`src/rtl/reg_file_scoreboard.sv`:
```
// Write-back register file with two bypassed read ports and a per-register
// pending-write scoreboard that stalls decode on read-after-write hazards.
module reg_file_scoreboard #(
    parameter int DATA_W = 16,
    parameter int ADDR_W = 3,
    parameter int PEND_W = 2
) (
    input  logic              clk,
    input  logic              rst_n,
    input  logic              wb_en,
    input  logic [ADDR_W-1:0] wb_addr,
    input  logic [DATA_W-1:0] wb_data,
    input  logic [ADDR_W-1:0] rd_addr_a,
    input  logic [ADDR_W-1:0] rd_addr_b,
    output logic [DATA_W-1:0] rd_data_a,
    output logic [DATA_W-1:0] rd_data_b,
    input  logic              src_a_used,
    input  logic              src_b_used,
    input  logic              issue_en,
    input  logic [ADDR_W-1:0] issue_dst,
    output logic              stall,
    output logic              sb_err
);

    localparam int NREG = 1 << ADDR_W;
    localparam logic [PEND_W-1:0] CNT_ZERO = '0;
    localparam logic [PEND_W-1:0] CNT_ONE  = PEND_W'(1);
    localparam logic [PEND_W-1:0] CNT_MAX  = '1;

    logic [DATA_W-1:0] regs_q [NREG];
    logic [DATA_W-1:0] regs_d [NREG];
    logic [PEND_W-1:0] cnt_q  [NREG];
    logic [PEND_W-1:0] cnt_d  [NREG];
    logic              sb_err_q;
    logic              sb_err_d;
    logic              hz_a;
    logic              hz_b;

    // Read ports: a write landing this cycle is forwarded straight to decode.
    always_comb begin
        rd_data_a = regs_q[rd_addr_a];
        rd_data_b = regs_q[rd_addr_b];
        if (wb_en && (wb_addr == rd_addr_a)) begin
            rd_data_a = wb_data;
        end else begin
            rd_data_a = regs_q[rd_addr_a];
        end
        if (wb_en && (wb_addr == rd_addr_b)) begin
            rd_data_b = wb_data;
        end else begin
            rd_data_b = regs_q[rd_addr_b];
        end
    end

    // Hazard detection: the last outstanding write landing now is covered by the bypass.
    always_comb begin
        hz_a = src_a_used && (cnt_q[rd_addr_a] != CNT_ZERO)
               && !(wb_en && (wb_addr == rd_addr_a) && (cnt_q[rd_addr_a] == CNT_ONE));
        hz_b = src_b_used && (cnt_q[rd_addr_b] != CNT_ZERO)
               && !(wb_en && (wb_addr == rd_addr_b) && (cnt_q[rd_addr_b] == CNT_ONE));
        stall = hz_a || hz_b;
    end

    // Next-state for register contents, pending counters and the sticky error.
    always_comb begin
        logic inc;
        logic dec;
        sb_err_d = sb_err_q;
        for (int r = 0; r < NREG; r++) begin
            inc = issue_en && !stall && (issue_dst == ADDR_W'(r));
            dec = wb_en && (wb_addr == ADDR_W'(r));
            regs_d[r] = regs_q[r];
            cnt_d[r]  = cnt_q[r];
            if (dec) begin
                regs_d[r] = wb_data;
            end else begin
                regs_d[r] = regs_q[r];
            end
            // Counters saturate at both ends; hitting either end is a scoreboard error.
            case ({inc, dec})
                2'b10: begin
                    if (cnt_q[r] == CNT_MAX) begin
                        sb_err_d = 1'b1;
                    end else begin
                        cnt_d[r] = cnt_q[r] + CNT_ONE;
                    end
                end
                2'b01: begin
                    if (cnt_q[r] == CNT_ZERO) begin
                        sb_err_d = 1'b1;
                    end else begin
                        cnt_d[r] = cnt_q[r] - CNT_ONE;
                    end
                end
                default: cnt_d[r] = cnt_q[r];
            endcase
        end
    end

    // State registers with synchronous active-low reset.
    always_ff @(posedge clk) begin
        if (!rst_n) begin
            for (int r = 0; r < NREG; r++) begin
                regs_q[r] <= '0;
                cnt_q[r]  <= '0;
            end
            sb_err_q <= 1'b0;
        end else begin
            for (int r = 0; r < NREG; r++) begin
                regs_q[r] <= regs_d[r];
                cnt_q[r]  <= cnt_d[r];
            end
            sb_err_q <= sb_err_d;
        end
    end

    assign sb_err = sb_err_q;

endmodule
```
`config.mk`:
```
export PLATFORM = sky130hd
export DESIGN_NAME = reg_file_scoreboard
export DESIGN_NICKNAME = d
export VERILOG_FILES = /design/src/rtl/reg_file_scoreboard.sv
export SDC_FILE = /design/constraint.sdc
export NUM_CORES = 1
export LEC_CHECK = 0
export CAP_MARGIN = 30
export CORE_MARGIN = 2
export CORE_UTILIZATION = 40
export CTS_CLUSTER_DIAMETER = 30
export CTS_CLUSTER_SIZE = 20
export DETAILED_ROUTE_END_ITERATION = 16
export PLACE_DENSITY = 0.68
export SYNTH_ARGS = -nofsm -noshare
export SYNTH_HDL_FRONTEND = slang
export SYNTH_SLANG_ARGS = --single-unit
```
`constraint.sdc`:
```
create_clock -name clk -period 3.55 [get_ports clk]
set_input_delay 0.8875 -clock clk [delete_from_list [all_inputs] [get_ports clk]]
set_output_delay 0.8875 -clock clk [all_outputs]
set_load 0.03 [all_outputs]
```
==> out/metrics.yaml, run 1 <==
synth:
  synthesis.instances: 684
  synth_seq_area_share: 0.4988
  synth_commonest_cells: "nor2_1, edfxtp_1, mux4_2"
  synth.cell_area_sq_um: 8388
  postSynth.topFlopCell: "edfxtp_1"
  share_of_flip_flops_with_an_asynchronous_set_or_reset: 0
  ys_seq_elements: 145
  synth_area_leaders: "edfxtp_1, mux4_2, nor2_1, dfxtp_1, mux2i_1"
  synth-edff-count: 128
  synth_top_cell_area_share: 0.4582
  synth_most_common_cell: "nor2_1"
  synth.largest_area_cell: "edfxtp_1"
  post_synthesis_cell_type_count: 35
  net_count_after_synthesis: 734
  synthesis.area_per_instance_sq_um: 12.26
  yosys_warning_total: 0
final_layout:
  areaGrowthSynthToFinish_pct: 22.81
  finalNetCount: 840
  final_layout_size_suffix_gt1_frac: 0.2852
  post-route-cell-area_sq_um: 10300
sta:
  max_slew.worst_pin.slew_ns: 0.6070
  timing.slew.headroom: 0.5941
  timing.setup.tns_ns: 0
  clock-skew-final_ns: 0.006743
  finalHoldViolations: 0
  period_share: 0.9851
  max_clock_freq_ghz: 0.2859
  fin_worst_hold_slack_ns: 0.6060
  post-route-min-period_ns: 3.497
  report.final.slew_viol_count: 0
  setup_violators_final: 0
placement:
  place_area_sq_um: 9635
  place.port_buffers: 67
  detailed_place_hpwl_um: 14680
  gpl.final_weighted_congestion: 0.9013
routing:
  via_count: 6034
  wl_per_cell_um: 20.73
  detail_route.iter0.violations: 506
  drt-vias-per-instance: 5.618
  postRouteAntennaNets: 0
  post-route-drc-count: 0
  final_wl_um: 22260
  detail_route.first_pass.iterations: 4
status:
  status: "complete, no violations"
power_and_ir_drop:
  power_leakage_nw: 3.865
  vdd.ir_drop.worst_v: 0.0003973
  pwr_density_cell_nw_per_um2: 447.9
  post-layout-total-power_w: 0.004614
cts:
  htree_levels: 4
  clk-insertion-delay-late_ns: 0.43
  post_cts_hold_buffer_count: 0
  root_buffer: "clkbuf_16"
  cts_tree: "built"
  cts_sinks: 145
  clk_pin_slew_worst_paths_ns: 0.06
  number_of_clock_buffers_inserted_by_tritoncts: 17
  cts_buffer_depth: 2
setup_path:
  timing.critical_path.required_ns: 2.66
  worstPathArrival_ns: 2.61
  path_max_fanout: 14
  critical_path_cell_list: "clkbuf_4 -> buf_6 -> buf_16 -> mux4_2 -> mux2i_1 -> a21oi_1 -> buf_4"
  timing.critical_path.slowest_stage_cell: "mux4_2"
  end_kind: "output pin"
  cp.buffers_inverters: 4
  crit_path_start_kind: "input port"
  critical_path_class: "in2out"
  cell_family_with_most_cp_delay: "multiplexers"
  crit_path_max_incr_delay_ns: 0.53
floorplanning:
  die_wd_um: 148.8
  dieHeight_um: 148.8
  floorplan.rows: 52
  ioPinCount: 68
  start_util: 0.4106
  core_region_area_sq_um: 20430
  die-area_sq_um: 22140
grt:
  grt_use_total: 0.2115
  grt_max_degree: 33
  antenna_violations_before_repair: 1
  first_global_vias: 6075
  grt_pass1_wl_um: 34510
  grt-ovfl-total: 0
flow_run:
  cap_viol_max_count: 0
hold_path:
  hold_crit_path_type: "reg2reg"
-- cell families after synthesis --
logic type,after synthesis,synth area share
AO/OA/AOI/OAI,76,0.05146
XOR/XNOR,11,0.01149
adder cells (fa/ha/maj),16,0.02387
buffers and inverters,79,0.04177
flip-flops,145,0.4988
multiplexers,106,0.2339
AND/OR/NAND/NOR,251,0.1387
-- stage by stage --
step / setup slack (ns) / instances / utilization
2_1_floorplan: -0.02473 / 684 / -
3_3_place_gp: -0.4893 / 1039 / 0.4716
3_5_place_dp: -0.5290 / 1039 / 0.4716
4_1_cts: 0.008333 / 1073 / 0.5039
5_1_grt: -0.008368 / 1073 / 0.5041
6_report: 0.05284 / 1074 / 0.5042
-- layout make-up --
type	instances	area, sq um
clock inverter	14	131.4
multi-input combinational	460	3934
timing repair buffer	133	1159
antenna	1	2.502
sequential	145	4184
inverter	33	123.9
clock buffer	18	429.2
tap	270	337.8
fill	1788	10130
-- worst reg2reg max path: stages (launching register included) --
cell and delay (ns):
dfxtp_1 0.40, mux4_2 0.52, nor2b_2 0.15, a221oi_2 0.09
buf_4 0.17, or4_1 0.48, ha_2 0.19, or3b_2 0.18
a21oi_1 0.06, or4_1 0.49, o41a_1 0.32
-- cell usage in the layout, fill, tap and decap left out, types with 3 or more instances in the layout --
| master | instances |
|---|---|
| nor2_1 | 142 |
| edfxtp_1 | 128 |
| buf_4 | 91 |
| mux4_2 | 72 |
| a21oi_1 | 43 |
| mux2i_1 | 34 |
| inv_1 | 32 |
| nand2_1 | 32 |
| clkdlybuf4s50_1 | 24 |
| o21ai_0 | 21 |
| clkbuf_16 | 17 |
| dfxtp_1 | 17 |
| nor2b_1 | 14 |
| ha_1 | 13 |
| and2_1 | 11 |
| or4_1 | 8 |
| nand3_1 | 6 |
| nand2b_1 | 6 |
| nor4_1 | 6 |
| nand3b_1 | 6 |
| nor3_1 | 6 |
| xnor2_1 | 5 |
| xor2_2 | 4 |
| o41ai_2 | 4 |
| and3b_1 | 3 |
| or3b_2 | 3 |
| ha_2 | 3 |
| clkinvlp_4 | 3 |
| clkinv_4 | 3 |
| buf_16 | 3 |
| dlygate4sd2_1 | 3 |
| buf_2 | 3 |
| buf_12 | 3 |
-- flip-flops by register name, indices dropped and copies added, names as in the netlist --
name and flops:
regs_q 128, cnt_q 16, sb_err 1
-- power breakdown --
group          internal [W]  total (W)  switching, W
clock              0.000972    0.00171      0.000738
sequential          0.00198    0.00203     0.0000590
combinational      0.000390   0.000869      0.000480
-- path summary, 6_finish.rpt --
check | endpoint | cells after the start | start | slack, ns
setup / recovery | rd_data_a[15] | 7 | rd_addr_a[0] | 0.05
hold / removal | sb_err | 2 | sb_err | 0.61
setup reg to reg | sb_err | 10 | cnt_q[5][1] | 0.38
hold reg to reg | sb_err | 2 | sb_err | 0.61
-- per-layer routing --
metal | part of all wire | wire (um) | up-vias | track usage
li1 | - | - | 2767 | -
met1 | 0.42 | 9296 | 2979 | 0.2858
met2 | 0.48 | 10700 | 240 | 0.3468
met3 | 0.069 | 1526 | 48 | 0.03303
met4 | 0.033 | 738 | 0 | 0.08190
met5 | 0 | 0 | - | 0
-- what timing repair did --
action / CTS / global route
resized for setup: 18 / 9
endpoints found under the setup margin: 34 / 14
pin swaps: 5 / 2
setup buffers: 1 / 0
cloned: 2 / 0
No activity file was read; power rests on OpenSTA's default activity.
==> inputs of run 2 (changes only) <==
--- a/config.mk
+++ b/config.mk
@@ -6,12 +6,14 @@
 export NUM_CORES = 1
 export LEC_CHECK = 0
 export CAP_MARGIN = 30
+export CORE_ASPECT_RATIO = 0.75
 export CORE_MARGIN = 2
 export CORE_UTILIZATION = 40
 export CTS_CLUSTER_DIAMETER = 30
 export CTS_CLUSTER_SIZE = 20
 export DETAILED_ROUTE_END_ITERATION = 16
 export PLACE_DENSITY = 0.68
+export SLEW_MARGIN = 20
 export SYNTH_ARGS = -nofsm -noshare
 export SYNTH_HDL_FRONTEND = slang
 export SYNTH_SLANG_ARGS = --single-unit
==> run 2 against run 1 <==
- sequential cell count unchanged
- setup slack improved by 0.017 ns
- first-iteration DRC count increased by 4.7%
- via count increased by 1.4%
- hold slack improved by 0.030 ns
- utilization increased by 2.0 points
- largest power group unchanged
==> out/metrics.yaml, run 2 (synthesis results as in run 1) <==
sta:
  setup_violators_final: 0
  report.final.slew_viol_count: 0
  clock-skew-final_ns: 0.003391
  finalHoldViolations: 0
  final_critical_path_setup_slack_ns: 0.07000
  timing.slew.headroom: 0.6510
  rsz_0062_raised_after_global_routing: "no"
  max_clock_freq_ghz: 0.2874
  max_slew.worst_pin.slew_ns: 0.5223
  period_share: 0.9803
  post-route-min-period_ns: 3.480
grt:
  grt_use_total: 0.2155
  grt_pass1_wl_um: 34820
  first_global_vias: 6046
  grt-ovfl-total: 0
  grt_max_degree: 33
  antenna_violations_before_repair: 0
floorplanning:
  die_wd_um: 171.2
  floorplan.rows: 45
  dieHeight_um: 129.4
  core_region_area_sq_um: 20380
  start_util: 0.4115
  die-area_sq_um: 22160
  ioPinCount: 68
power_and_ir_drop:
  power.combinational.fraction: 0.194
  power_leakage_nw: 3.987
  part_of_the_total_power_dissipated_in_sequential_elements: 0.420
  post-layout-total-power_w: 0.004851
  total_switching_power_w: 0.001270
  pwr_density_cell_nw_per_um2: 454.2
  vdd.ir_drop.worst_v: 0.0003460
  power_frac_clock: 0.386
  internal_power_w: 0.003582
  swShare: 0.2617
routing:
  postRouteAntennaNets: 0
  m1WireLength_um: 10060
  detail_route.first_pass.iterations: 7
  drt-vias-per-instance: 5.575
  detail_route.iter0.violations: 530
  post-route-drc-count: 0
  met2WireLength_um: 10590
  final_wl_um: 22690
  via_count: 6116
  highest_signal_layer: "met4"
  detailroute.wirelength.met3_um: 1616
  wl_per_cell_um: 20.68
placement:
  gpl.final_weighted_congestion: 0.8904
  detailed_place_hpwl_um: 15180
  place_worst_setup_slack_ns: -0.4795
  place.port_buffers: 67
setup_path:
  timing.critical_path.required_ns: 2.66
  worstPathArrival_ns: 2.59
  end_kind: "output pin"
  path_max_fanout: 9
  crit_path_start_kind: "input port"
  critical_path_class: "in2out"
hold_path:
  hold_crit_path_type: "reg2reg"
final_layout:
  register_name_with_the_most_flops: "regs_q"
  final_common_cell: "edfxtp_1"
  largest_register_ffs: 128
  antennaDiodeCount: 0
  finalNetCount: 852
  final_layout_size_suffix_gt1_frac: 0.3411
  final_cell_mix: "edfxtp_1, nor2_1, buf_4"
  areaGrowthSynthToFinish_pct: 27.34
cts:
  htree_levels: 4
  clk_pin_slew_worst_paths_ns: 0.06
  cts_tree: "built"
  number_of_clock_buffers_inserted_by_tritoncts: 17
  root_buffer: "clkbuf_16"
  cts_buffer_depth: 2
  cts_sinks: 145
  clk-insertion-delay-late_ns: 0.42
status:
  status: "complete, no violations"
flow_run:
  cap_viol_max_count: 0
[run 2: routing by layer]
layer | up-vias | GRT usage
met2 | 233 | 0.3404
met4 | 0 | 0.07727
li1 | 2775 | -
met3 | 28 | 0.04337
met5 | - | 0
met1 | 3080 | 0.2993
[run 2: worst paths after layout]
kind,from,end,slack [ns],cells past startpoint
worst max-delay path,wb_addr[2],rd_data_a[9],0.07,9
worst min-delay path,cnt_q[6][0],cnt_q[6][1],0.64,2
worst max register to register,cnt_q[5][0],sb_err,0.44,9
worst min register to register,cnt_q[6][0],cnt_q[6][1],0.64,2
[run 2: layout make-up]
cell class	count	area, sq um
repair buffers	145	1325
flip-flops and latches	145	4184
fillers	1745	9701
clock buffers	17	425.4
inverters	33	123.9
multi-input cells	460	4079
well taps	282	352.8
clock inverters	15	191.4
[run 2: worst max-delay path: stages]
cell,delay [ns]
buf_4,0.13
buf_6,0.12
xor2_4,0.18
or4_4,0.61
buf_12,0.19
buf_16,0.15
nor2_2,0.12
a21oi_4,0.04
buf_6,0.14
[run 2: repair_timing]
action,4_1_cts,5_1_grt
hold buffers,0,0
pin swaps,3,6
gates resized for setup,67,12
buffers inserted,6,0
cloned,3,0
endpoints found under the setup margin,34,14
[run 2: metrics by stage]
step	TNS (ns)	std cells	utilization	area [sq um]	hold slack, ns
floorplan	-0.02473	684	-	8441	0.5571
global placement	-6.164	1059	0.4783	9748	0.6118
detailed placement	-7.385	1059	0.4783	9748	0.6212
CTS	0	1099	0.5255	10710	0.6369
global route	0	1097	0.5241	10680	0.6870
finish	0	1097	0.5241	10680	0.6365
[run 2: power groups by stage]
| stage | logic [W] | registers (W) | clock network, W |
|---|---|---|---|
| 6_report | 0.000941 | 0.00204 | 0.00187 |
| 5_1_grt | 0.000999 | 0.00205 | 0.00196 |
| 4_1_cts | 0.000945 | 0.00204 | 0.00189 |
| 3_5_place_dp | 0.000882 | 0.00207 | 0 |
| 3_3_place_gp | 0.000875 | 0.00206 | 0 |
| 2_1_floorplan | 0.000557 | 0.00204 | 0 |
